===== src/rtl/sync_fifo_ctrl.sv =====
// sync_fifo_ctrl: single-clock FIFO with a register-array store, binary
// read/write pointers, a separate occupancy counter, full/empty and
// programmable almost-full/almost-empty flags, a registered read port,
// sticky overflow/underflow error flags and a synchronous flush.
// Intended for same-domain buffering between the UART, ALU and register-file
// datapaths, so no clock-domain-crossing logic is present.

module sync_fifo_ctrl #(
    parameter int DSIZE     = 8,
    parameter int ADDR_SIZE = 3,
    parameter int AF_LEVEL  = 6,
    parameter int AE_LEVEL  = 1
) (
    input  logic                 clk,
    input  logic                 rst,
    input  logic                 flush,
    input  logic                 clr_err,
    input  logic                 winc,
    input  logic [DSIZE-1:0]     wdata,
    input  logic                 rinc,
    output logic [DSIZE-1:0]     rdata,
    output logic                 rvalid,
    output logic                 full,
    output logic                 empty,
    output logic                 almost_full,
    output logic                 almost_empty,
    output logic [ADDR_SIZE:0]   count,
    output logic                 overflow,
    output logic                 underflow
);

    localparam int DEPTH = 1 << ADDR_SIZE;
    localparam int CW    = ADDR_SIZE + 1;

    localparam logic [CW-1:0] COUNT_FULL = CW'(DEPTH);
    localparam logic [CW-1:0] AF_THRESH  = CW'(AF_LEVEL);
    localparam logic [CW-1:0] AE_THRESH  = CW'(AE_LEVEL);

    // Storage array; deliberately has no reset so it maps onto plain registers.
    logic [DSIZE-1:0] mem [DEPTH];

    logic [ADDR_SIZE-1:0] wrPtr_q, wrPtr_d;
    logic [ADDR_SIZE-1:0] rdPtr_q, rdPtr_d;
    logic [CW-1:0]        count_q, count_d;
    logic [DSIZE-1:0]     rdata_q, rdata_d;
    logic                 rvalid_q, rvalid_d;
    logic                 overflow_q, overflow_d;
    logic                 underflow_q, underflow_d;

    logic                 fullFlag;
    logic                 emptyFlag;
    logic                 wrOk;
    logic                 rdOk;
    logic                 ovfEvent;
    logic                 udfEvent;

    // Status flags are pure decodes of the registered count so that no
    // request input ever reaches a flag combinationally.
    always_comb begin
        fullFlag     = (count_q == COUNT_FULL);
        emptyFlag    = (count_q == '0);
        almost_full  = (count_q >= AF_THRESH);
        almost_empty = (count_q <= AE_THRESH);
    end

    // Request qualification: flush overrides both requests, and a request
    // against a full/empty FIFO is rejected and reported as an error event.
    always_comb begin
        wrOk     = winc & ~fullFlag  & ~flush;
        rdOk     = rinc & ~emptyFlag & ~flush;
        ovfEvent = winc &  fullFlag  & ~flush;
        udfEvent = rinc &  emptyFlag & ~flush;
    end

    // Next-state computation for pointers, occupancy, read port and errors.
    always_comb begin
        wrPtr_d     = wrPtr_q;
        rdPtr_d     = rdPtr_q;
        count_d     = count_q;
        rdata_d     = rdata_q;
        rvalid_d    = 1'b0;
        overflow_d  = overflow_q;
        underflow_d = underflow_q;

        if (flush) begin
            wrPtr_d = '0;
            rdPtr_d = '0;
            count_d = '0;
        end else begin
            if (wrOk) begin
                wrPtr_d = wrPtr_q + 1'b1;
            end
            if (rdOk) begin
                rdPtr_d  = rdPtr_q + 1'b1;
                rdata_d  = mem[rdPtr_q];
                rvalid_d = 1'b1;
            end
            if (wrOk && !rdOk) begin
                count_d = count_q + 1'b1;
            end else if (rdOk && !wrOk) begin
                count_d = count_q - 1'b1;
            end
        end

        // A new error event wins over a clear requested in the same cycle.
        if (clr_err) begin
            overflow_d  = 1'b0;
            underflow_d = 1'b0;
        end
        if (ovfEvent) begin
            overflow_d = 1'b1;
        end
        if (udfEvent) begin
            underflow_d = 1'b1;
        end
    end

    // Control and read-port registers with synchronous reset.
    always_ff @(posedge clk) begin
        if (rst) begin
            wrPtr_q     <= '0;
            rdPtr_q     <= '0;
            count_q     <= '0;
            rdata_q     <= '0;
            rvalid_q    <= 1'b0;
            overflow_q  <= 1'b0;
            underflow_q <= 1'b0;
        end else begin
            wrPtr_q     <= wrPtr_d;
            rdPtr_q     <= rdPtr_d;
            count_q     <= count_d;
            rdata_q     <= rdata_d;
            rvalid_q    <= rvalid_d;
            overflow_q  <= overflow_d;
            underflow_q <= underflow_d;
        end
    end

    // Storage write; only accepted writes touch the array, and a write
    // coinciding with reset is dropped because its pointer is being cleared.
    always_ff @(posedge clk) begin
        if (wrOk && !rst) begin
            mem[wrPtr_q] <= wdata;
        end
    end

    assign rdata     = rdata_q;
    assign rvalid    = rvalid_q;
    assign full      = fullFlag;
    assign empty     = emptyFlag;
    assign count     = count_q;
    assign overflow  = overflow_q;
    assign underflow = underflow_q;

endmodule

===== config.mk =====
export PLATFORM = sky130hd
export DESIGN_NAME = sync_fifo_ctrl
export DESIGN_NICKNAME = d
export VERILOG_FILES = /design/src/rtl/sync_fifo_ctrl.sv
export SDC_FILE = /design/constraint.sdc
export NUM_CORES = 1
export LEC_CHECK = 0
export CORE_UTILIZATION = 50
export CTS_BUF_LIST = sky130_fd_sc_hd__clkbuf_8
export DETAILED_ROUTE_END_ITERATION = 8
export PLACE_DENSITY = 0.71
export SKIP_LAST_GASP = 1
export SLEW_MARGIN = 20
export SYNTH_ARGS = -nofsm -noshare
export SYNTH_HDL_FRONTEND = slang
export SYNTH_SLANG_ARGS = --single-unit

===== constraint.sdc =====
create_clock -name clk -period 6.15 [get_ports clk]
set_input_delay 0.615 -clock clk [delete_from_list [all_inputs] [get_ports clk]]
set_output_delay 0.615 -clock clk [all_outputs]
set_load 0.05 [all_outputs]

==> reports/qor.csv <==
stage,metric,value,unit
setup_path,path_max_fanout,7,
cts,root_buffer,clkbuf_8,
cts,holdBufCountCts,0,
sta,maxSlewHeadroom,42.40,%
cts,cts_buffers,9,
power,p_sw_share,24.30,%
synthesis,syn_area,3460,sq um
setup_path,end_kind,output port,
global_route,grt_usage,20.51,%
cts,cts.sinks,85,
placed_design,place_hpwl,4237,um
sta,setup_tns,0,ps
cts,cts_tree,done,
global_route,grt-ovfl-total,0,
sta,period_needed,2981,ps
synthesis,yosysTopAreaCell,edfxtp_1,
global_route,grt_pass1_wl,10580,um
setup_path,arrival,2370,ps
route,drt_wl_total,6527,um
power,ir_worst_vdd,235.3,uV
floorplanning,die-height,85.18,um
route,num_vias,1953,
placed_design,place.gp.congestion,0.7599,
final_layout,antenna_cells,0,
synthesis,ys_seq_area_share,67.70,%
synthesis,synth.distinct_cells,36,
cts,cts_buffer_depth,2,
synthesis,ys_top_cells_by_area,"edfxtp_1 56%, dfxtp_1 12%, mux2i_1 4.9%, mux4_1 4.6%, ha_1 2.9%",
run,maxCapViolCount,0,
route,first_pass_iters,4,
route,wl_per_cell,18.76,um
cts,clock_latency,360,ps
synthesis,yosys_warnings,0,
synthesis,synth_edf_count,64,
power,clkPwrFrac,32.1,%
final_layout,syn2layout_area_growth,16.06,%
synthesis,yosys_register_bits,85,
setup_path,cp_data_required_time,5530,ps
outcome,status,"complete, no violations",
final_layout,final_area,4015,sq um
sta,holdWs,491.9,ps
setup_path,critPathLaunchType,register,
sta,finalHoldViolations,0,
cts,cts_resized,0,
sta,finalCritPeriodShare,48.47,%
sta,rsz0062_at_grt,false,
synthesis,async_reset_ff_share,0,%
route,drt-initial-drc-count,126,
global_route,grt_max_degree,27,
cts,clk_pin_slew,80,ps
global_route,grt_pass1_vias,2017,
route,antenna_left,0,
floorplanning,core-area,6531,sq um
floorplanning,row_count,29,
sta,worst_slew_pin_slew,860.8,ps
placed_design,place_area,3840,sq um
power,p_leak,1.306,nW
synthesis,syn_inst,231,
power,p_per_area,269.1,nW/um^2
floorplanning,die-area,7256,sq um
cts,htree_num_levels,3,
synthesis,netlist.area_leader.share,55.55,%
route,drc,0,
power,pwr-share-comb,9.7,%
synthesis,syn_avg_cell_area,14.98,sq um
global_route,antenna_found_initial,0,
floorplanning,initial_core_util,52.97,%
synthesis,synth-main-ff-cell,edfxtp_1,
power,switching_power,0.0002626,W
route,via_per_inst,5.612,
sta,drv_slew,0,
final_layout,fin_nets,288,
sta,fin_worst_skew,8.639,ps
floorplanning,die_w,85.18,um
sta,final-setup-viol-count,0,
power,power_frac_seq,58.2,%
setup_path,path_class,reg -> out,
synthesis,syn_nets,253,
placed_design,portBuffers,32,
final_layout,drive_above_1_share,10.33,%
floorplanning,io_pins,33,
hold_path,hold_class,reg -> reg,
power,internal_power,0.0008179,W
cts,post_cts_buffers,0,
sta,fmax,335.5,MHz
final timing paths:
kind | start | endpoint | slack [ps] | cells past startpoint
worst max-delay path | count[0] | empty | 3170 | 5
worst min-delay path | rdata[5] | rdata[5] | 490 | 2
worst max register to register | count[0] | count[3] | 3520 | 10
worst min register to register | rdata[5] | rdata[5] | 490 | 2
metrics by stage:
stage | util [%] | std cells | total power [W] | setup slack [ps]
2_1_floorplan | - | 231 | 0.0007084 | 3337
3_3_place_gp | 58.51 | 332 | 0.0007448 | 2937
3_5_place_dp | 58.79 | 332 | 0.0007471 | 3184
4_1_cts | 61.48 | 348 | 0.001091 | 3138
5_1_grt | 61.48 | 348 | 0.001126 | 3027
6_report | 61.48 | 348 | 0.001080 | 3169
layout by cell type, fill, tap and decap left out, types with 2 or more instances in the layout:
| cell | instances |
|---|---|
| a211oi_1 | 6 |
| mux4_2 | 2 |
| mux4_1 | 6 |
| nor2b_1 | 4 |
| nand2b_1 | 2 |
| edfxtp_1 | 64 |
| inv_1 | 5 |
| o22ai_1 | 8 |
| dfxtp_1 | 21 |
| clkinv_2 | 2 |
| nor3_1 | 10 |
| buf_4 | 3 |
| o21ai_0 | 2 |
| a21oi_1 | 7 |
| xor2_1 | 4 |
| nand3b_1 | 2 |
| mux2i_1 | 17 |
| clkdlybuf4s50_1 | 32 |
| a211oi_2 | 2 |
| ha_1 | 8 |
| nor3_2 | 2 |
| nand3_1 | 2 |
| xnor2_1 | 3 |
| nor2_1 | 25 |
| clkinvlp_4 | 2 |
| clkbuf_8 | 10 |
| nand2_1 | 8 |
cells in the mapped netlist, types with 3 or more instances:
cell type  instances
a211oi_1           6
buf_6              3
mux2i_1           17
xor2_1             4
ha_1               8
buf_2              3
nor2b_1            4
inv_1              5
a21oi_1            7
dfxtp_1           21
o22ai_1            8
edfxtp_1          64
mux4_1             6
xnor2_1            3
nor3_1            12
nand2_1            8
nor2_1            25
registers in the layout, summed over array words and instances (netlist names):
name       count
overflow       1
rdata          8
rdPtr_q        3
count          4
rvalid         1
mem           64
underflow      1
wrPtr_q        3
routing by layer:
metal  vias up  track usage (%)  share of wire, %
li1        937                -                 -
met1       951            23.97                42
met2        55            35.92                51
met3        10            6.712               5.1
met4         0            6.471               1.6
met5         -                0                 0
power groups by stage:
stage,registers [W],logic [W],clock network [W]
2_1_floorplan,0.000660,0.0000485,0
3_3_place_gp,0.000642,0.000103,0
3_5_place_dp,0.000642,0.000105,0
4_1_cts,0.000629,0.000105,0.000357
5_1_grt,0.000630,0.000112,0.000383
6_report,0.000629,0.000104,0.000347
cell type report:
type / count / area, sq um
fillers: 499 / 2516
flip-flops and latches: 85 / 2342
multi-input cells: 129 / 1036
repair buffers: 35 / 342.8
clock buffers: 10 / 137.6
well taps: 77 / 96.34
clock inverters: 6 / 37.54
inverters: 6 / 22.52
critical path, stage by stage (launching register included):
cell	delay (ps)
dfxtp_1	390
inv_1	130
ha_1	170
or3b_1	410
inv_1	100
clkdlybuf4s50_1	810
kinds of logic after synthesis:
group,Yosys count,synth area share (%)
flops,85,67.70
simple gates,64,9.006
compound gates,25,4.774
mux,25,10.78
buf+inv,17,3.074
fa+ha+maj,8,2.893
xor+xnor,7,1.772
(Power assumes the default switching activity.)
